--- src/rtl/npu_operand_sequencer_if.sv ---
// Bundle of the operand write port, run/status signals and the core
// start/done handshake between a controller (master) and the operand
// sequencer (slave).
interface npu_operand_sequencer_if #(
    parameter int DEPTH = 4
);
    localparam int LEVEL_W = $clog2(DEPTH) + 1;

    logic               wr_valid;
    logic [7:0]         wr_data;
    logic               wr_ready;
    logic               run;
    logic               busy;
    logic [LEVEL_W-1:0] level;
    logic               core_start;
    logic [3:0]         core_input;
    logic [3:0]         core_weight;
    logic               core_done;
    logic [3:0]         core_result;
    logic [7:0]         acc_out;
    logic               done;
    logic               error;

    modport master (
        output wr_valid, wr_data, run, core_done, core_result,
        input  wr_ready, busy, level, core_start, core_input, core_weight,
               acc_out, done, error
    );

    modport slave (
        input  wr_valid, wr_data, run, core_done, core_result,
        output wr_ready, busy, level, core_start, core_input, core_weight,
               acc_out, done, error
    );
endinterface

--- src/rtl/npu_operand_sequencer.sv ---
// Operand sequencer for the NPU core: buffers 4-bit input/weight pairs in a
// small circular buffer, issues them one at a time to the core on a run
// command, accumulates the core results and guards each wait with a watchdog.
module npu_operand_sequencer #(
    parameter int DEPTH   = 4,
    parameter int TIMEOUT = 15
) (
    input  logic                    clk,
    input  logic                    rst_n,
    npu_operand_sequencer_if.slave  bus
);
    localparam int PTR_W = $clog2(DEPTH);
    localparam int CNT_W = PTR_W + 1;
    localparam logic [CNT_W-1:0] CNT_FULL = CNT_W'(DEPTH);
    localparam logic [CNT_W-1:0] CNT_ONE  = CNT_W'(1);
    localparam logic [PTR_W-1:0] PTR_ONE  = PTR_W'(1);
    localparam logic [7:0]       WD_LAST  = 8'(TIMEOUT - 1);

    typedef enum logic [1:0] {
        ST_IDLE   = 2'd0,
        ST_ISSUE  = 2'd1,
        ST_WAIT   = 2'd2,
        ST_FINISH = 2'd3
    } state_t;

    state_t           state_r;
    logic [7:0]       mem_r [DEPTH];
    logic [PTR_W-1:0] wr_ptr_r;
    logic [PTR_W-1:0] rd_ptr_r;
    logic [CNT_W-1:0] count_r;
    logic [7:0]       wd_r;
    logic             core_start_r;
    logic [3:0]       core_input_r;
    logic [3:0]       core_weight_r;
    logic [7:0]       acc_r;
    logic             done_r;
    logic             error_r;
    logic             busy_r;

    logic             full_s;
    logic             wr_ready_s;
    logic             wr_accept_s;
    logic [PTR_W-1:0] rd_ptr_next_s;
    logic [7:0]       head_s;
    logic [7:0]       next_head_s;

    // Input operand lives in the low nibble of a buffer entry.
    function automatic logic [3:0] op_input(input logic [7:0] entry);
        return entry[3:0];
    endfunction

    // Weight operand lives in the high nibble of a buffer entry.
    function automatic logic [3:0] op_weight(input logic [7:0] entry);
        return entry[7:4];
    endfunction

    // Core results are unsigned; widen to accumulator width.
    function automatic logic [7:0] zext_result(input logic [3:0] res);
        return {4'b0000, res};
    endfunction

    // Write acceptance and head-of-buffer selection.
    always_comb begin
        full_s = (count_r == CNT_FULL);
        if ((state_r == ST_IDLE) && !full_s && !bus.run) begin
            wr_ready_s = 1'b1;
        end else begin
            wr_ready_s = 1'b0;
        end
        wr_accept_s   = bus.wr_valid && wr_ready_s;
        rd_ptr_next_s = rd_ptr_r + PTR_ONE;
        head_s        = mem_r[rd_ptr_r];
        next_head_s   = mem_r[rd_ptr_next_s];
    end

    // Operand storage: capture accepted writes at the write pointer.
    always_ff @(posedge clk or negedge rst_n) begin
        if (!rst_n) begin
            for (int i = 0; i < DEPTH; i++) begin
                mem_r[i] <= 8'h00;
            end
        end else if (wr_accept_s) begin
            mem_r[wr_ptr_r] <= bus.wr_data;
        end
    end

    // Sequencer FSM with buffer bookkeeping, watchdog and registered outputs.
    always_ff @(posedge clk or negedge rst_n) begin
        if (!rst_n) begin
            state_r       <= ST_IDLE;
            wr_ptr_r      <= '0;
            rd_ptr_r      <= '0;
            count_r       <= '0;
            wd_r          <= 8'd0;
            core_start_r  <= 1'b0;
            core_input_r  <= 4'd0;
            core_weight_r <= 4'd0;
            acc_r         <= 8'd0;
            done_r        <= 1'b0;
            error_r       <= 1'b0;
            busy_r        <= 1'b0;
        end else begin
            core_start_r <= 1'b0;
            done_r       <= 1'b0;
            case (state_r)
                ST_IDLE: begin
                    if (bus.run) begin
                        acc_r   <= 8'd0;
                        error_r <= 1'b0;
                        busy_r  <= 1'b1;
                        if (count_r != '0) begin
                            core_input_r  <= op_input(head_s);
                            core_weight_r <= op_weight(head_s);
                            core_start_r  <= 1'b1;
                            state_r       <= ST_ISSUE;
                        end else begin
                            done_r  <= 1'b1;
                            state_r <= ST_FINISH;
                        end
                    end else if (wr_accept_s) begin
                        wr_ptr_r <= wr_ptr_r + PTR_ONE;
                        count_r  <= count_r + CNT_ONE;
                    end
                end
                ST_ISSUE: begin
                    wd_r    <= 8'd0;
                    state_r <= ST_WAIT;
                end
                ST_WAIT: begin
                    if (bus.core_done) begin
                        acc_r    <= acc_r + zext_result(bus.core_result);
                        count_r  <= count_r - CNT_ONE;
                        rd_ptr_r <= rd_ptr_next_s;
                        if (count_r > CNT_ONE) begin
                            core_input_r  <= op_input(next_head_s);
                            core_weight_r <= op_weight(next_head_s);
                            core_start_r  <= 1'b1;
                            state_r       <= ST_ISSUE;
                        end else begin
                            done_r  <= 1'b1;
                            state_r <= ST_FINISH;
                        end
                    end else if (wd_r == WD_LAST) begin
                        // Core is stuck: drop the remaining operands, keep partial sum.
                        error_r  <= 1'b1;
                        count_r  <= '0;
                        rd_ptr_r <= wr_ptr_r;
                        done_r   <= 1'b1;
                        state_r  <= ST_FINISH;
                    end else begin
                        wd_r <= wd_r + 8'd1;
                    end
                end
                ST_FINISH: begin
                    busy_r  <= 1'b0;
                    state_r <= ST_IDLE;
                end
                default: begin
                    busy_r  <= 1'b0;
                    state_r <= ST_IDLE;
                end
            endcase
        end
    end

    assign bus.wr_ready    = wr_ready_s;
    assign bus.busy        = busy_r;
    assign bus.level       = count_r;
    assign bus.core_start  = core_start_r;
    assign bus.core_input  = core_input_r;
    assign bus.core_weight = core_weight_r;
    assign bus.acc_out     = acc_r;
    assign bus.done        = done_r;
    assign bus.error       = error_r;
endmodule

--- src/flat_wrapper.sv ---
// flat-port wrapper written by rule: the top's interface ports become plain ports
module npu_operand_sequencer_flat 
#(
    parameter int DEPTH   = 4,
    parameter int TIMEOUT = 15
)
  (clk, rst_n, bus_wr_valid, bus_wr_data, bus_run, bus_core_done, bus_core_result, bus_wr_ready, bus_busy, bus_level, bus_core_start, bus_core_input, bus_core_weight, bus_acc_out, bus_done, bus_error);
  npu_operand_sequencer_if #(.DEPTH(DEPTH)) bus_i ();
  input  logic clk;
  input  logic rst_n;
  input wire logic [$bits(bus_i.wr_valid)-1:0] bus_wr_valid;
  input wire logic [$bits(bus_i.wr_data)-1:0] bus_wr_data;
  input wire logic [$bits(bus_i.run)-1:0] bus_run;
  input wire logic [$bits(bus_i.core_done)-1:0] bus_core_done;
  input wire logic [$bits(bus_i.core_result)-1:0] bus_core_result;
  output wire logic [$bits(bus_i.wr_ready)-1:0] bus_wr_ready;
  output wire logic [$bits(bus_i.busy)-1:0] bus_busy;
  output wire logic [$bits(bus_i.level)-1:0] bus_level;
  output wire logic [$bits(bus_i.core_start)-1:0] bus_core_start;
  output wire logic [$bits(bus_i.core_input)-1:0] bus_core_input;
  output wire logic [$bits(bus_i.core_weight)-1:0] bus_core_weight;
  output wire logic [$bits(bus_i.acc_out)-1:0] bus_acc_out;
  output wire logic [$bits(bus_i.done)-1:0] bus_done;
  output wire logic [$bits(bus_i.error)-1:0] bus_error;
  assign bus_i.wr_valid = bus_wr_valid;
  assign bus_i.wr_data = bus_wr_data;
  assign bus_i.run = bus_run;
  assign bus_i.core_done = bus_core_done;
  assign bus_i.core_result = bus_core_result;
  assign bus_wr_ready = bus_i.wr_ready;
  assign bus_busy = bus_i.busy;
  assign bus_level = bus_i.level;
  assign bus_core_start = bus_i.core_start;
  assign bus_core_input = bus_i.core_input;
  assign bus_core_weight = bus_i.core_weight;
  assign bus_acc_out = bus_i.acc_out;
  assign bus_done = bus_i.done;
  assign bus_error = bus_i.error;
  npu_operand_sequencer #(.DEPTH(DEPTH), .TIMEOUT(TIMEOUT)) u_core (.clk(clk), .rst_n(rst_n), .bus(bus_i));
endmodule
--- config.mk ---
export PLATFORM = sky130hd
export DESIGN_NAME = npu_operand_sequencer_flat
export DESIGN_NICKNAME = d
export VERILOG_FILES = /design/src/rtl/npu_operand_sequencer_if.sv /design/src/rtl/npu_operand_sequencer.sv /design/src/flat_wrapper.sv
export SDC_FILE = /design/constraint.sdc
export NUM_CORES = 1
export LEC_CHECK = 0
export ABC_AREA = 1
export BUFFER_PORTS_ARGS = -buffer_cell sky130_fd_sc_hd__buf_2
export CAP_MARGIN = 20
export CORE_MARGIN = 2
export CORE_UTILIZATION = 35
export CTS_BUF_LIST = sky130_fd_sc_hd__clkbuf_16
export CTS_CLUSTER_DIAMETER = 60
export DETAILED_ROUTE_END_ITERATION = 8
export PLACE_DENSITY = 0.64
export SLEW_MARGIN = 20
export SYNTH_ARGS = -nofsm -noshare
export SYNTH_HDL_FRONTEND = slang
export SYNTH_SLANG_ARGS = --single-unit
export TNS_END_PERCENT = 30
--- constraint.sdc ---
create_clock -name clk -period 1.9 [get_ports clk]
set_input_delay 0.38 -clock clk [delete_from_list [all_inputs] [get_ports clk]]
set_output_delay 0.38 -clock clk [all_outputs]
set_load 0.02 [all_outputs]
==> impl_metrics.json, run 1 <==
{
  "status": "finished, violations left",
  "failed_checks": "negative hold slack",
  "num_vias": 3569,
  "r2r_start": "u_core.bus.acc_out[0]",
  "wire_per_inst_um": 13.1,
  "diodes": 0,
  "antenna_found_initial": 0,
  "cts_buffer_depth": 2,
  "min_period_ns": 1.82,
  "syn_nets": 564,
  "leakagePower_nw": 2.50,
  "stdcell_count": 725,
  "drv_cap": 0,
  "placed_area_sq_mm": 0.00440,
  "intPower_mw": 4.25,
  "fin_crit_sh_pct": 95.7,
  "root_buffer": "clkbuf_16",
  "grt_max_degree": 29,
  "core_area_sq_mm": 0.0114,
  "via_per_inst": 4.92,
  "dr.pass1.iters": 5,
  "finClkSkew_ns": 0.00337,
  "row_count": 39,
  "crit_chain": "inv_1, ha_1, nand2_1, inv_1, nor2_1, buf_2",
  "drive_gt1_share_pct": 16.7,
  "cp-end-kind": "primary output",
  "place_inst": 707,
  "p_clk_share_pct": 22.8,
  "num_io_pins": 41,
  "max_slew.worst_pin.slew_ns": 0.470,
  "cp.buffers_inverters": 3,
  "path_delay_family": "flip-flops",
  "r2r_end": "u_core.bus.acc_out[4]",
  "worstSkewPairLatency_ns": 0.34,
  "grt-ovfl-total": 0,
  "path_max_fanout": 3,
  "r2r_setup_slack_ns": 0.23,
  "die_area_sq_mm": 0.0125,
  "crit_arrival_ns": 1.44,
  "area_delta_synth_final_pct": 16.6,
  "syn_area_sq_mm": 0.00405,
  "cts_tree": "built",
  "synth.distinct_cells": 35,
  "start_util_pct": 35.6,
  "grt_pass1_wl_um": 16200,
  "cts_hold_buffers": 0,
  "grt_usage_pct": 15.8,
  "rsz0062_at_grt": "no",
  "dp_hpwl_um": 6960,
  "ys_warn_count": 0,
  "finalSetupTns_ns": 0,
  "drt_drc_violations_left": 0,
  "synth_seq_area_share_pct": 42.6,
  "grt_pass1_vias": 3399,
  "clk_pin_slew_ns": 0.06,
  "drt-initial-drc-count": 271,
  "power_density_mw_per_mm2": 1600,
  "combPwrFrac_pct": 43.9,
  "wirelength_um": 9490,
  "worst_path_most_repeated_cell": "inv_1",
  "slew_viol_final": 0,
  "avgSynthCellArea_sq_um": 7.62,
  "finalSetupViolCount": 0,
  "slowest_stage": "dfrtp_2",
  "fmaxAchievable_mhz": 550,
  "crit_required_ns": 1.52,
  "cp_slowest_stage_delay_ns": 0.36,
  "r2r_cells": 9,
  "pwr-share-seq_pct": 33.3,
  "portBuffers": 40,
  "fin_area_sq_mm": 0.00472,
  "crit_path_start": "u_core.bus.level[0]",
  "nets": 609,
  "holdWs_ns": -0.0103,
  "max_slew_margin_pct": 68.7,
  "ant_nets": 0,
  "hp-class": "primary input to asynchronous set/reset pin",
  "p_sw_share_pct": 43.8,
  "final_hold_viol_count": 17,
  "worst_setup_path_start_kind": "flip-flop",
  "ys_seq_elements": 69,
  "gp_congestion": 0.892,
  "numCtsBuffers": 9,
  "die_h_um": 112,
  "path_class": "flip-flop to primary output",
  "peakVddDrop_uv": 702,
  "cts.htree.levels": 3,
  "switchingPower_mw": 3.31,
  "die_w_um": 112,
  "postSynthCellCount": 532,
  "numClockSinks": 69
}
-- stage by stage --
stage               hold WS (ns)  setup WS, ns  power [mW]  util (%)
finish                   -0.0103        0.0825        7.56      41.5
global route              0.0347       0.00445        8.15      41.5
CTS                      0.00356        0.0729        7.58      41.5
detailed placement         0.363         0.216        5.81      38.7
global placement           0.351         0.218        5.69      38.7
floorplan                 0.0844         0.216        4.93         -
-- logic make-up (layout without fill, tap and decap cells) --
family / count (synthesis) / after routing / share of synthesized area, %
flops: 69 / 69 / 42.6
xor+xnor: 5 / 5 / 1.08
buf+inv: 70 / 120 / 8.03
mux: 1 / 1 / 0.247
fa+ha+maj: 15 / 15 / 4.82
simple gates: 296 / 296 / 32.5
compound gates: 76 / 76 / 10.7
-- synthesized netlist by cell type, drive strengths merged --
cell / instances / area [sq um]
nand2: 182 / 743
dfrtp: 69 / 1730
nand3: 62 / 315
o21ai: 60 / 342
inv: 52 / 198
nor2: 42 / 180
ha: 14 / 175
buf: 13 / 108
a21oi: 11 / 55.1
nand4: 6 / 52.6
clkbuf: 4 / 16.3
o211ai: 3 / 22.5
xor2: 3 / 26.3
or2: 2 / 12.5
xnor2: 2 / 17.5
clkinv: 1 / 3.75
fa: 1 / 20.0
mux2i: 1 / 10.0
nand3b: 1 / 7.51
nor3: 1 / 5.00
o21bai: 1 / 7.51
o31ai: 1 / 7.51
-- registers in the layout (all words and copies together) (netlist names) --
register,cells
u_core.wd_r,8
u_core.bus.done,1
u_core.mem_r,32
u_core.state_r,2
u_core.bus.core_weight,4
u_core.wr_ptr_r,2
u_core.rd_ptr_r,2
u_core.bus.core_input,4
u_core.bus.busy,1
u_core.bus.acc_out,8
u_core.bus.level,3
u_core.bus.error,1
u_core.bus.core_start,1
-- placed cells by master (no fill, tap or decap), types with 2 or more instances in the layout --
cell       count
inv_2          2
nand2_2        3
xnor2_1        2
ha_1          14
o21ai_2        8
o211ai_1       3
inv_6          3
inv_1         49
o21ai_1       25
a21oi_1       11
dfrtp_1       68
nand2_4        7
nand3_1       61
nor2_1        39
o21ai_0       26
nand4_1        5
buf_4          9
clkinv_4       2
nor2_4         3
or2_2          2
buf_2         40
nand2_1      172
clkbuf_16      9
xor2_1         3
buf_12         2
-- power by group through the flow --
stage | clock [mW] | combinational, mW | sequential [mW]
6_report | 1.72 | 3.32 | 2.51
3_5_place_dp | 0 | 3.26 | 2.55
3_3_place_gp | 0 | 3.17 | 2.52
5_1_grt | 1.80 | 3.75 | 2.60
4_1_cts | 1.75 | 3.33 | 2.51
2_1_floorplan | 0 | 2.30 | 2.63
-- repair_timing --
action                     in CTS  in global routing
hold endpoints to repair        0                  0
setup buffers                   2                  0
setup endpoints to repair       1                  0
gates resized for setup         1                  0
-- worst max path at each step --
stage | slack (ns) | cells after the start | to
2_1_floorplan | 0.22 | 5 | bus_wr_ready
6_report | 0.08 | 6 | bus_wr_ready
4_1_cts | 0.07 | 6 | bus_wr_ready
3_5_place_dp | 0.22 | 8 | u_core.mem_r[17]
5_1_grt | 0.004 | 6 | bus_wr_ready
3_3_place_gp | 0.22 | 9 | u_core.bus.acc_out[4]
-- layer usage --
| layer | GRT usage [%] | part of all wire [%] | vias up |
|---|---|---|---|
| met2 | 24.3 | 45 | 91 |
| met5 | 0 | 0 | - |
| met3 | 2.12 | 3.9 | 18 |
| li1 | - | - | 1810 |
| met1 | 21.8 | 49 | 1650 |
| met4 | 8.56 | 2.8 | 0 |
-- layout make-up --
type / count / area, sq um
fillers: 1123 / 6650
clock buffers: 9 / 225
flip-flops and latches: 69 / 1730
inverters: 53 / 201
repair buffers: 51 / 308
clock inverters: 7 / 81.3
multi-input cells: 393 / 2000
well taps: 143 / 179
No activity file was read; power rests on OpenSTA's default activity.
==> run 2: changes to the inputs <==
CORE_MARGIN = 4   (was 2)
SLEW_MARGIN = 25   (was 20)
clock period = 2.1 ns   (was 1.9 ns; I/O delays follow)
==> run 2 against run 1 <==
The run now ends clean; die area rose by 7.3%; setup slack better by 0.065 ns; routed wire length is 2.6% higher; sequential cell count unchanged; power shrank 11%; combinational power decreased by 11%; clock power fell by 13%; global-route usage is 0.41 points lower; core utilization shrank 0.40 points; cell area is 0.95% lower; highest routed layer unchanged; first-iteration DRC count is 11% lower; count of clock-buffer cells in the layout unchanged.
==> impl_metrics.json, run 2 (same netlist as run 1, synthesis figures left out) <==
{
  "leakagePower_nw": 2.48,
  "worst_setup_path_start_kind": "flip-flop",
  "wl_met2_um": 4410,
  "numCtsBuffers": 9,
  "grt_max_degree": 28,
  "drt-initial-drc-count": 240,
  "crit_arrival_ns": 1.53,
  "top_layer_used": "met4",
  "root_buffer": "clkbuf_16",
  "grt_usage_pct": 15.4,
  "num_vias": 3550,
  "grt-ovfl-total": 0,
  "peakVddDrop_uv": 686,
  "mostFrequentLayoutCell": "nand2_1",
  "die_h_um": 116,
  "crit_required_ns": 1.68,
  "via_per_inst": 4.92,
  "cp-end-kind": "primary output",
  "min_period_ns": 1.95,
  "cts_hold_buffers": 0,
  "core_area_sq_mm": 0.0114,
  "wire_per_inst_um": 13.5,
  "hp-class": "primary input to asynchronous set/reset pin",
  "ant_nets": 0,
  "path_class": "flip-flop to primary output",
  "detailedPlace.worstSlack_ns": 0.366,
  "start_util_pct": 35.6,
  "portBuffers": 40,
  "max_slew.worst_pin.slew_ns": 0.597,
  "slew_viol_final": 0,
  "power_density_mw_per_mm2": 1440,
  "final_hold_viol_count": 0,
  "gp_congestion": 0.910,
  "cts_tree": "built",
  "drive_gt1_share_pct": 16.1,
  "finalSetupTns_ns": 0,
  "final_cell_mix": "nand2_1, dfrtp_1, nand3_1, inv_1, buf_2",
  "finalSetupViolCount": 0,
  "max_slew_margin_pct": 60.2,
  "fin_crit_sh_pct": 93.0,
  "die_area_sq_mm": 0.0134,
  "rsz0062_at_grt": "no",
  "antenna_found_initial": 0,
  "setup_ws_ns": 0.148,
  "fill_cells": 1135,
  "regMostFlops": "u_core.mem_r",
  "power_mw": 6.75,
  "path_max_fanout": 5,
  "wl_met1_um": 4650,
  "wl_met3_um": 535,
  "finClkSkew_ns": 0.00579,
  "regArea_sq_mm": 0.00173,
  "dr.pass1.iters": 5,
  "cts.htree.levels": 3,
  "fmaxAchievable_mhz": 512,
  "numClockSinks": 69,
  "clk_pin_slew_ns": 0.06,
  "dp_hpwl_um": 7150,
  "nets": 605,
  "area_delta_synth_final_pct": 15.4,
  "drt_drc_violations_left": 0,
  "die_w_um": 116,
  "status": "finished, final reports clean",
  "post_cts_resized": 0,
  "grt_pass1_vias": 3409,
  "drv_cap": 0,
  "diodes": 0,
  "row_count": 39,
  "worstSkewPairLatency_ns": 0.34,
  "wirelength_um": 9740,
  "num_io_pins": 41,
  "largest_reg_flops": 32,
  "cts_setup_buffers": 0,
  "cts_buffer_depth": 2,
  "multi_input_area_sq_mm": 0.00200,
  "grt_pass1_wl_um": 16400
}
==> run 2: cell count changes in the layout (fill, tap and decap cells not counted), sizes merged <==
cell,before,now
inv,55,52
clkinv,3,6
buf,51,47
==> run 2: layer usage <==
metal | global-route usage, % | vias to the layer above
li1 | - | 1804
met5 | 0 | -
met4 | 5.56 | 0
met1 | 20.8 | 1644
met3 | 3.50 | 9
met2 | 24.3 | 93
==> run 2: cell type report <==
cell class / count / area share (%)
inverters: 53 / 4.31
flip-flops and latches: 69 / 36.9
clock buffers: 9 / 4.82
well taps: 143 / 3.83
repair buffers: 47 / 5.94
clock inverters: 7 / 1.42
multi-input cells: 393 / 42.8
==> run 2: path summary, 6_finish.rpt <==
kind | cells after the start | slack, ns | start | endpoint
max | 6 | 0.15 | u_core.bus.level[1] | bus_wr_ready
min | 1 | 0.09 | rst_n | u_core.mem_r[31]
max reg2reg | 5 | 0.44 | u_core.rd_ptr_r[0] | u_core.bus.core_weight[0]
min reg2reg | 2 | 0.48 | u_core.mem_r[12] | u_core.mem_r[12]
max in group asynchronous | 2 | 1.43 | rst_n | u_core.bus.level[0]
min in group clk | 3 | 0.39 | bus_wr_data[6] | u_core.mem_r[6]
==> run 2: power breakdown <==
part | switching, mW | total (mW) | leakage, nW | internal (mW)
clock network | 0.575 | 1.49 | 0.145 | 0.911
registers | 0.478 | 2.32 | 0.895 | 1.84
logic | 1.91 | 2.94 | 1.44 | 1.03
total | 2.96 | 6.75 | 2.48 | 3.78
==> run 2: critical path, cell delays in order, from the launching register on <==
cell and delay, ns:
dfrtp_1 0.42, inv_1 0.11, ha_1 0.23, nand2_1 0.13, inv_1 0.05, nor2_1 0.09, buf_2 0.17
==> run 2: stage by stage <==
stage               util [%]  area (sq um)  hold slack (ns)  std cells
floorplan                  -          4050            0.124        532
global placement        38.6          4380            0.451        705
detailed placement      38.6          4380            0.463        705
CTS                     41.1          4680            0.101        721
global route            41.1          4680            0.138        721
finish                  41.1          4680           0.0866        721
==> run 3: changes to the inputs <==
--- a/config.mk
+++ b/config.mk
@@ -12,3 +12,2 @@
 export CORE_UTILIZATION = 35
-export CTS_BUF_LIST = sky130_fd_sc_hd__clkbuf_16
 export CTS_CLUSTER_DIAMETER = 60
==> constraint.sdc (replaced) <==
create_clock -name clk -period 2.1 [get_ports clk]
set_input_delay 0.105 -clock clk [delete_from_list [all_inputs] [get_ports clk]]
set_output_delay 0.105 -clock clk [all_outputs]
set_load 0.02 [all_outputs]
==> run 3 against run 2 <==
Clock skew increased by 0.0010 ns; clock power barely moved; sequential power is essentially flat; core utilization hardly changed; first-iteration DRC count is 22% higher; register-to-register slack lost 0.04 ns; largest cell class unchanged.
==> impl_metrics.json, run 3 (same netlist as run 1, synthesis figures left out) <==
{
  "max_slew_margin_pct": 65.5,
  "grt_max_degree": 70,
  "path_class": "flip-flop to flip-flop",
  "row_count": 39,
  "final_cell_mix": "nand2_1, dfrtp_1, nand3_1, inv_1, buf_2",
  "via_per_inst": 4.91,
  "clk_pin_slew_ns": 0.06,
  "grt_usage_pct": 14.7,
  "crit_arrival_ns": 1.92,
  "min_period_ns": 1.70,
  "die_h_um": 116,
  "cts_tree": "built",
  "nets": 605,
  "fin_crit_sh_pct": 80.8,
  "finClkSkew_ns": 0.00681,
  "root_buffer": "clkbuf_16",
  "largest_reg_flops": 32,
  "power_mw": 6.76,
  "grt-ovfl-total": 0,
  "die_area_sq_mm": 0.0134,
  "crit_required_ns": 2.33,
  "start_util_pct": 35.6,
  "die_w_um": 116,
  "cts_setup_buffers": 0,
  "dp_hpwl_um": 6810,
  "placed_area_sq_mm": 0.00436,
  "final_hold_viol_count": 0,
  "status": "finished, final reports clean",
  "p_clk_share_pct": 22.5,
  "slew_viol_final": 0,
  "p_sw_share_pct": 43.2,
  "path_max_fanout": 15,
  "final_core_util_pct": 41.1,
  "hold_path_depth": 3,
  "num_vias": 3535,
  "wirelength_um": 9570,
  "hp-class": "primary input to flip-flop",
  "rsz0062_at_grt": "no",
  "worstSkewPairLatency_ns": 0.34,
  "mostFrequentLayoutCell": "nand2_1",
  "pwr-share-seq_pct": 34.2,
  "intPower_mw": 3.84,
  "r2r_cells": 5,
  "gp_congestion": 0.831,
  "combPwrFrac_pct": 43.3,
  "post_cts_resized": 0,
  "drv_cap": 0,
  "area_delta_synth_final_pct": 15.4,
  "ant_nets": 0,
  "cts_buffer_depth": 2,
  "max_slew.worst_pin.slew_ns": 0.518,
  "portBuffers": 40,
  "switchingPower_mw": 2.92,
  "cp-end-kind": "flip-flop",
  "leakagePower_nw": 2.47,
  "peakVddDrop_uv": 558,
  "drive_gt1_share_pct": 15.6,
  "dr.pass1.iters": 5,
  "numClockSinks": 69,
  "regMostFlops": "u_core.mem_r",
  "drt-initial-drc-count": 293,
  "grt_pass1_wl_um": 15700,
  "power_density_mw_per_mm2": 1450,
  "finalSetupViolCount": 0,
  "antenna_found_initial": 0,
  "finalSetupTns_ns": 0,
  "numCtsBuffers": 9,
  "fin_area_sq_mm": 0.00467,
  "fmaxAchievable_mhz": 589,
  "grt_pass1_vias": 3265,
  "num_io_pins": 41,
  "diodes": 0,
  "drt_drc_violations_left": 0,
  "wire_per_inst_um": 13.3,
  "worst_setup_path_start_kind": "flip-flop",
  "core_area_sq_mm": 0.0114,
  "cts.htree.levels": 3
}
run 3: metrics by stage:
step	hold WS, ns	setup slack [ns]	instances
CTS	0.0826	0.403	720
floorplan	-0.191	0.438	532
global route	0.101	0.245	720
detailed placement	0.160	0.418	704
global placement	0.158	0.448	704
finish	0.0861	0.402	720
run 3: metal layers:
metal / global-route usage [%] / share of wire [%] / up-vias
met5: 0 / 0 / -
met4: 4.15 / 1.4 / 0
met3: 3.29 / 5.2 / 12
met2: 22.6 / 44 / 96
met1: 20.8 / 50 / 1622
li1: - / - / 1805
run 3: final cells by class:
| cell class | instances | area [sq um] |
|---|---|---|
| clock buffers | 11 | 253 |
| repair buffers | 47 | 268 |
| fillers | 1146 | 6700 |
| well taps | 143 | 179 |
| inverters | 53 | 201 |
| multi-input cells | 393 | 2000 |
| flip-flops and latches | 69 | 1730 |
| clock inverters | 4 | 47.5 |
run 3: what timing repair did:
action                                  in CTS  in global routing
endpoints found under the hold margin       69                  0
hold buffers                                 1                  0
endpoints found under the setup margin       0                  0
run 3: worst max-delay path, cell delays in order (launching register included):
cell and delay [ns]:
dfrtp_1 0.66, inv_1 0.37, o211ai_1 0.26, nand3_1 0.11, nand3_1 0.13, nand2_1 0.05
run 3: power groups by stage:
stage          Sequential [mW]  Clock (mW)  Combinational, mW
2_1_floorplan             2.38           0               2.08
3_3_place_gp              2.30           0               2.87
3_5_place_dp              2.32           0               2.91
4_1_cts                   2.30        1.54               2.93
5_1_grt                   2.38        1.60               3.31
6_report                  2.31        1.52               2.93
run 3: worst paths after layout:
path	from	to	slack (ns)
max in group asynchronous	rst_n	u_core.wr_ptr_r[1]	1.47
worst min register to register	u_core.mem_r[9]	u_core.mem_r[9]	0.48
min in group asynchronous	rst_n	u_core.mem_r[23]	0.33
worst max-delay path	u_core.rd_ptr_r[0]	u_core.bus.core_input[1]	0.40
worst min-delay path	bus_wr_data[1]	u_core.mem_r[9]	0.09
worst max register to register	u_core.rd_ptr_r[0]	u_core.bus.core_input[1]	0.40
